$ cat src/rtl/multdiv_unit.sv
// Iterative 32-bit signed multiply/divide engine: radix-4 Booth multiplier
// (17-cycle latency) and non-restoring magnitude divider (34-cycle latency).
module multdiv_unit (
  input  logic        clk,
  input  logic        reset,
  input  logic [31:0] data_operandA,
  input  logic [31:0] data_operandB,
  input  logic        ctrl_MULT,
  input  logic        ctrl_DIV,
  output logic [31:0] data_result,
  output logic        data_exception,
  output logic        data_resultRDY
);

  typedef enum logic [2:0] {IDLE, MUL, DIV, FIX, DONE} state_t;

  state_t      state_reg;
  logic [5:0]  cnt_reg;
  logic        is_mul_reg;
  logic [33:0] acc_reg;
  logic [31:0] mq_reg;
  logic        prev_reg;
  logic [31:0] mcand_reg;
  logic [32:0] rem_reg;
  logic [31:0] quot_reg;
  logic [31:0] dvs_reg;
  logic        neg_reg;
  logic        dvz_reg;
  logic        ovf_reg;

  logic        start;
  logic [31:0] a_abs;
  logic [31:0] b_abs;
  logic [33:0] mcand_ext;
  logic [33:0] booth_addend;
  logic [33:0] acc_sum;
  logic [33:0] acc_next;
  logic [31:0] mq_next;
  logic [32:0] rem_shift;
  logic [32:0] rem_next;
  logic [31:0] quot_next;
  logic        mul_exc;

  assign start     = ctrl_MULT | ctrl_DIV;
  assign a_abs     = data_operandA[31] ? -data_operandA : data_operandA;
  assign b_abs     = data_operandB[31] ? -data_operandB : data_operandB;
  assign mcand_ext = {{2{mcand_reg[31]}}, mcand_reg};

  // Booth digit from {b(i+1), b(i), b(i-1)}
  always_comb begin
    booth_addend = '0;
    case ({mq_reg[1:0], prev_reg})
      3'b001, 3'b010: booth_addend = mcand_ext;
      3'b011:         booth_addend = {mcand_ext[32:0], 1'b0};
      3'b100:         booth_addend = -{mcand_ext[32:0], 1'b0};
      3'b101, 3'b110: booth_addend = -mcand_ext;
      default:        booth_addend = '0;
    endcase
  end

  assign acc_sum  = acc_reg + booth_addend;
  assign acc_next = {{2{acc_sum[33]}}, acc_sum[33:2]};
  assign mq_next  = {acc_sum[1:0], mq_reg[31:2]};

  // Product high word sits in acc_reg[31:0], low word in mq_reg
  assign mul_exc  = acc_reg[31:0] != {32{mq_reg[31]}};

  assign rem_shift = {rem_reg[31:0], quot_reg[31]};
  assign rem_next  = rem_reg[32] ? rem_shift + {1'b0, dvs_reg}
                                 : rem_shift - {1'b0, dvs_reg};
  assign quot_next = {quot_reg[30:0], ~rem_next[32]};

  always_ff @(posedge clk or posedge reset) begin
    if (reset) begin
      state_reg      <= IDLE;
      cnt_reg        <= '0;
      is_mul_reg     <= 1'b0;
      acc_reg        <= '0;
      mq_reg         <= '0;
      prev_reg       <= 1'b0;
      mcand_reg      <= '0;
      rem_reg        <= '0;
      quot_reg       <= '0;
      dvs_reg        <= '0;
      neg_reg        <= 1'b0;
      dvz_reg        <= 1'b0;
      ovf_reg        <= 1'b0;
      data_result    <= '0;
      data_exception <= 1'b0;
      data_resultRDY <= 1'b0;
    end else begin
      data_resultRDY <= 1'b0;
      case (state_reg)
        MUL: begin
          acc_reg  <= acc_next;
          mq_reg   <= mq_next;
          prev_reg <= mq_reg[1];
          cnt_reg  <= cnt_reg + 6'd1;
          if (cnt_reg == 6'd15) state_reg <= DONE;
        end
        DIV: begin
          rem_reg  <= rem_next;
          quot_reg <= quot_next;
          cnt_reg  <= cnt_reg + 6'd1;
          if (cnt_reg == 6'd31) state_reg <= FIX;
        end
        FIX: begin
          if (dvz_reg)      quot_reg <= '0;
          else if (neg_reg) quot_reg <= -quot_reg;
          state_reg <= DONE;
        end
        DONE: begin
          data_result    <= is_mul_reg ? mq_reg : quot_reg;
          data_exception <= is_mul_reg ? mul_exc : (dvz_reg | ovf_reg);
          data_resultRDY <= 1'b1;
          state_reg      <= IDLE;
        end
        default: ;
      endcase
      // A start overrides any step in progress; a publish in DONE still happens
      if (start) begin
        is_mul_reg <= ctrl_MULT;
        state_reg  <= ctrl_MULT ? MUL : DIV;
        cnt_reg    <= '0;
        acc_reg    <= '0;
        mq_reg     <= data_operandB;
        prev_reg   <= 1'b0;
        mcand_reg  <= data_operandA;
        rem_reg    <= '0;
        quot_reg   <= a_abs;
        dvs_reg    <= b_abs;
        neg_reg    <= data_operandA[31] ^ data_operandB[31];
        dvz_reg    <= (data_operandB == 32'd0);
        ovf_reg    <= (data_operandA == 32'h8000_0000) && (data_operandB == 32'hFFFF_FFFF);
      end
    end
  end

endmodule

$ cat config.mk
export PLATFORM = sky130hd
export DESIGN_NAME = multdiv_unit
export DESIGN_NICKNAME = d
export VERILOG_FILES = /design/src/rtl/multdiv_unit.sv
export SDC_FILE = /design/constraint.sdc
export NUM_CORES = 1
export LEC_CHECK = 0
export CORE_MARGIN = 2
export CORE_UTILIZATION = 55
export CTS_CLUSTER_DIAMETER = 150
export DETAILED_ROUTE_END_ITERATION = 12
export PLACE_DENSITY = 0.8
export SLEW_MARGIN = 20
export SYNTH_ARGS = -nofsm -noshare
export SYNTH_HDL_FRONTEND = slang
export SYNTH_SLANG_ARGS = --single-unit
$ cat constraint.sdc
create_clock -name clk -period 8.8 [get_ports clk]
set_input_delay 2.64 -clock clk [delete_from_list [all_inputs] [get_ports clk]]
set_output_delay 2.64 -clock clk [all_outputs]
set_load 0.05 [all_outputs]
==> Yosys cells after proc, flatten, opt, wreduce, memory -nomap -nowiden <==
Index checks and enable logic that the tools add are counted.
{ "classes": {"n_mul": 0, "shift": 0, "add_sub_neg": 9, "div": 0, "reduce_logical": 12, "order_cmp": 0, "mux": 26, "eq_ne": 18, "bitwise": 4} }
{ "ops": {"columns": ["op", "count"], "rows": [
  ["32-bit two-way mux", 8],
  ["34-bit case mux with 4 select lines", 1],
  ["33-bit two-way mux", 3],
  ["32-bit negation", 3],
  ["34-bit two-way mux", 2],
  ["34-bit negation", 2],
  ["32-bit == test (second input constant)", 2],
  ["32-bit case mux with 2 select lines", 1],
  ["34-bit adder", 1],
  ["33-bit by 32-bit adder with 33-bit output", 1],
  ["33-bit by 32-bit subtractor with 33-bit output", 1],
  ["32-bit zero test", 1],
  ["32-bit != test", 1],
  ["3-bit by 2-bit == test with 1-bit output (second input constant)", 4],
  ["3-bit == test (second input constant)", 4],
  ["6-bit two-way mux", 2],
  ["3-bit case mux with 4 select lines", 1],
  ["3-bit two-way mux", 3],
  ["6-bit by 1-bit adder with 6-bit output (second input constant)", 1],
  ["3-bit by 1-bit == test with 1-bit output (second input constant)", 2],
  ["6-bit by 4-bit == test with 1-bit output (second input constant)", 1],
  ["6-bit by 5-bit == test with 1-bit output (second input constant)", 1],
  ["3-bit != test (second input constant)", 2],
  ["2-bit nonzero test", 3],
  ["12 further kinds", 18]
]} }
{ "totals": {"memories": 0, "register_bits": 243, "latchBits": 0, "romBits": 0, "ram_bits": 0, "word_cells": 85} }

==> Depth between registers and ports, before layout <==
{ "logic_depth": {"word_depth": 6, "depth_mapped": 22} }

==> Worst setup path after synthesis <==
No wires, ideal clock.
{ "synth_path": {"path_type": "in2reg", "start": "input port data_operandA[1]", "end": "register quot_reg[28]", "cell_stages": 12, "path_slack_ns": 3.286, "arrival_time_ns": 5.379, "t_required_ns": 8.666, "path_cell_list": "inv_1 > ha_1 > or3b_1 > or4_4 > or4b_4 > or4_4 > nand2b_1 > nand2_1 > xor2_1 > nor2_1 > a211oi_1 > o21ai_0"} }
{ "synth_between": {"elab_chain_len": 3} }
{ "synth_lines": {"columns": ["item", "line", "rtl"], "rows": [
  ["start: declaration", "6", "input logic [31:0] data_operandA,"],
  ["32-bit negation", "45", "assign a_abs = data_operandA[31] ? -data_operandA : data_operandA;"],
  ["32-bit two-way mux", "45", null],
  ["32-bit two-way mux", "121", "if (start) begin"],
  ["end signal: assignment", "103", "quot_reg <= quot_next;"],
  ["end signal: assignment", "109", "else if (neg_reg) quot_reg <= -quot_reg;"],
  ["end signal: assignment", "130", "quot_reg <= a_abs;"],
  ["end: declaration", "25", "logic [31:0] quot_reg;"]
]} }
No other way between the ends.
A chain may end at the register's enable or synchronous reset.

==> Final worst setup path <==
{ "layout_path": {"start": "register mcand_reg[2]", "end": "register acc_reg[32]"} }
{ "layout_between": {"elab_chain_len": 5, "elab_cells_between_ends": 6} }
{ "layout_lines": {"columns": ["item", "line", "rtl"], "rows": [
  ["start: declaration", "23", "logic [31:0] mcand_reg;"],
  ["start signal: assignment", "128", "mcand_reg <= data_operandA;"],
  ["34-bit negation, on equally long branches", "56, 55", null],
  ["34-bit case mux with 4 select lines (*)", "52", "case ({mq_reg[1:0], prev_reg})"],
  ["34-bit adder (*)", "61", "assign acc_sum = acc_reg + booth_addend;"],
  ["34-bit two-way mux (*)", "93", "case (state_reg)"],
  ["34-bit two-way mux (*)", "121", null],
  ["end signal: assignment", "95", "acc_reg <= acc_next;"],
  ["end: declaration", "20", "logic [33:0] acc_reg;"]
]} }
Mark *: on every way between the ends. The rest lies on a longest branch, timed or not. The select of a mux whose other input is x is not followed.

==> flow_summary_export.csv <==
group,metric,value,unit
finish,drive_gt1_share,4.31,%
clocking,cts_hold_buf,0,
min_path,min_path_cells,2,
die,die_h,184,um
worst_setup_path,end_kind,"flop",
run,maxCapViolCount,0,
timing,timing.slew.headroom,25.5,%
power,leakage,8.56,nW
clocking,cts_sinks,241,
worst_setup_path,critPathBufInv,0,
worst_setup_path,r2r-end,"acc_reg[32]",
power,p_clk_share,32.9,%
synth,synth_edf_count,0,
route,vias_per_cell,6.36,
power,switchingPower,1.43,mW
grt,grt_usage,31.1,%
route,dr.first_iter.drc_count,1966,
synth,synth_ff_type,"dfrtp_1",
timing,fin_worst_skew,0.0364,ns
synth,yosys_register_bits,241,
finish,area_growth,12.6,%
grt,grt_pass1_wl,85400,um
worst_setup_path,slowest_stage,"a2111oi_0",
timing,period_share,71.5,%
finish,largest_register_ffs,33,
die,die_w,184,um
synth,async_flop_share,100,%
die,placeableCoreArea,0.0316,mm2
timing,finalSetupViolCount,0,
worst_setup_path,cp.depth,20,
power,internal_power,2.46,mW
route,drt-wirelength-per-cell,19.3,um
worst_setup_path,cpMostUsedCell,"or3_1",
placed_design,place_ws,2.44,ns
finish,nets,2438,
clocking,cts_buffers,28,
worst_setup_path,r2r-start,"mcand_reg[2]",
clocking,cts_resized,0,
route,dr.pass1.iters,7,
worst_setup_path,ff2ff_path_depth,20,
clocking,cts_tree,"done",
timing,rsz0062_at_grt,"no",
die,io_pins,102,
power,combPwrFrac,31.0,%
placed_design,hpwlAfterDp,37300,um
worst_setup_path,startpoint_type,"flop",
power,power_density,195,mW/mm2
clocking,postCtsSetupBuffers,0,
synth,synth_seq_area_share,34.0,%
run_status,status,"completed",
synth,synth_area,0.0177,mm2
worst_setup_path,worstPathCellList,"or4_4 > or2_2 > or3_1 > or3_1 > or3_1 > nand2_1 > xnor2_1 > a22oi_1 > o211ai_1 > ha_1 > a21oi_1 > o21ai_0 > a311o_1 > a221o_1 > a2111oi_0 > nor3_1 > o41ai_1 > o21ai_0 > nand2_1 > o211ai_2",
min_path,holdCritPathClass,"reg2reg",
timing,fin_setup_tns,0,ns
synth,synth_top_cell_by_area,"dfrtp_1",
placed_design,gp_congestion,0.934,
die,dieArea,0.0337,mm2
grt,overflow,0,
synth,synth_top_area_share,34.0,%
worst_setup_path,crit_path_start,"mcand_reg[2]",
die,initial_core_util,56.1,%
timing,holdWs,0.516,ns
synth,synth_commonest_cells,"nand2_1, dfrtp_1, nor2_1, a21oi_1, o21ai_0",
synth,synth_area_leaders,"dfrtp_1, nand2_1, a21oi_1",
timing,period_minus_slack,6.29,ns
clocking,htreeDepth,1,
route,ant_nets,0,
grt,antenna_found_initial,2,
clocking,path_clk_slew,0.06,ns
timing,slew_viol_final,0,
power,switching_share,36.7,%
synth,avgSynthCellArea,7.80,um2
route,drt_wl_total,52400,um
clocking,clockBufferDepth,3,
grt,grt_pass1_vias,16335,
worst_setup_path,max_stage_delay,0.64,ns
worst_setup_path,critical_path.top_delay_family,"compound AO/OA/AOI/OAI gates",
min_path,hold_end,"rem_reg[13]",
timing,fmax,159,MHz
worst_setup_path,required,9.22,ns
worst_setup_path,critPathKind,"reg2reg",
synth,yosysUniqueCellTypes,73,
synth,synth_warnings,0,
placed_design,dp_cells,2668,
synth,synth_most_common_cell,"nand2_1",
timing,tightest_slew,1.11,ns
timing,timing.final.ws_setup,2.51,ns
worst_setup_path,crit_arrival,6.71,ns
power,vdd_drop_max,201,uV
synth,syn-num-nets,2418,
worst_setup_path,crit_path_max_fanout,7,
route,drcViolationCount,0,
synth,syn_inst,2276,
finish,finalNonFillerCells,2722,
worst_setup_path,r2r_setup_slack,2.51,ns
die,core.rowCount,65,
min_path,min_from,"rem_reg[13]",
timing,finalHoldViolCount,0,
power,power_frac_seq,36.1,%
placed_design,port_buffers,101,
clocking,cts-root-buf,"clkbuf_16",
route,vias,17307,
grt,grt_max_degree,151,
clocking,clk_latency,0.58,ns
==> area by class of cell <==
| class | count | area, um2 |
|---|---|---|
| Fill cell | 2636 | 11700 |
| Multi-Input combinational cell | 1843 | 11000 |
| Sequential cell | 241 | 6030 |
| Timing Repair Buffer | 125 | 1200 |
| Clock buffer | 37 | 785 |
| Tap cell | 402 | 503 |
| Clock inverter | 15 | 224 |
| Inverter | 57 | 218 |
| Antenna cell | 2 | 5.00 |
==> power groups by stage <==
stage | registers (mW) | logic (mW) | clock network, mW
CTS | 1.40 | 1.19 | 1.29
finish | 1.41 | 1.20 | 1.28
floorplan | 1.55 | 0.674 | 0
global placement | 1.41 | 1.16 | 0
global route | 1.42 | 1.31 | 1.33
detailed placement | 1.42 | 1.19 | 0
==> worst min-delay path: cells and delay by family (launching register included) <==
family / cells / cell delay (ns)
DFF: 1 / 0.35
AOI/OAI and AO/OA: 1 / 0.07
and+or+nand+nor: 1 / 0.06
==> logic make-up (layout without fill, tap and decap cells) <==
family	count (synthesis)	after routing	share of synthesized area, %
buffers and inverters	192	234	4.12
xor gates and xnor gates	175	175	8.64
other	0	2	0
AOI/OAI and AO/OA	648	648	22.4
adders and majority gates	74	74	5.30
DFF	241	241	34.0
muxes	42	42	2.38
and+or+nand+nor	904	904	23.2
==> per-stage QoR <==
stage	utilization, %	instance area (um2)	power (mW)
5_1_grt	63.2	20000	4.06
2_1_floorplan	-	17700	2.22
3_5_place_dp	60.0	19000	2.60
3_3_place_gp	60.0	19000	2.57
4_1_cts	63.2	20000	3.88
6_report	63.2	20000	3.89
==> worst max path at each step <==
| stage | end | slack [ns] |
|---|---|---|
| 4_1_cts | acc_reg[32] | 2.67 |
| 5_1_grt | acc_reg[32] | 2.22 |
| 2_1_floorplan | acc_reg[0] | 3.00 |
| 3_3_place_gp | quot_reg[28] | 2.48 |
| 3_5_place_dp | quot_reg[28] | 2.44 |
| 6_report | acc_reg[32] | 2.51 |
==> cell usage in the layout, fill, tap and decap left out, types with 27 or more instances in the layout <==
| cell type | instances |
|---|---|
| nand2_1 | 390 |
| dfrtp_1 | 240 |
| nor2_1 | 207 |
| a21oi_1 | 192 |
| o21ai_0 | 187 |
| clkdlybuf4s50_1 | 101 |
| xor2_1 | 93 |
| xnor2_1 | 82 |
| ha_1 | 72 |
| nor3_1 | 62 |
| nand3_1 | 56 |
| inv_1 | 54 |
| a31oi_1 | 53 |
| mux2i_1 | 41 |
| a21o_1 | 33 |
| clkbuf_16 | 28 |
| or3_1 | 27 |
==> routing by layer <==
layer | track usage [%] | vias up | wire, um
li1 | - | 8166 | -
met1 | 43.3 | 8281 | 22400
met2 | 50.3 | 769 | 24400
met3 | 4.71 | 91 | 4230
met4 | 9.47 | 0 | 1470
met5 | 0 | - | 0
(Power assumes the default switching activity.)
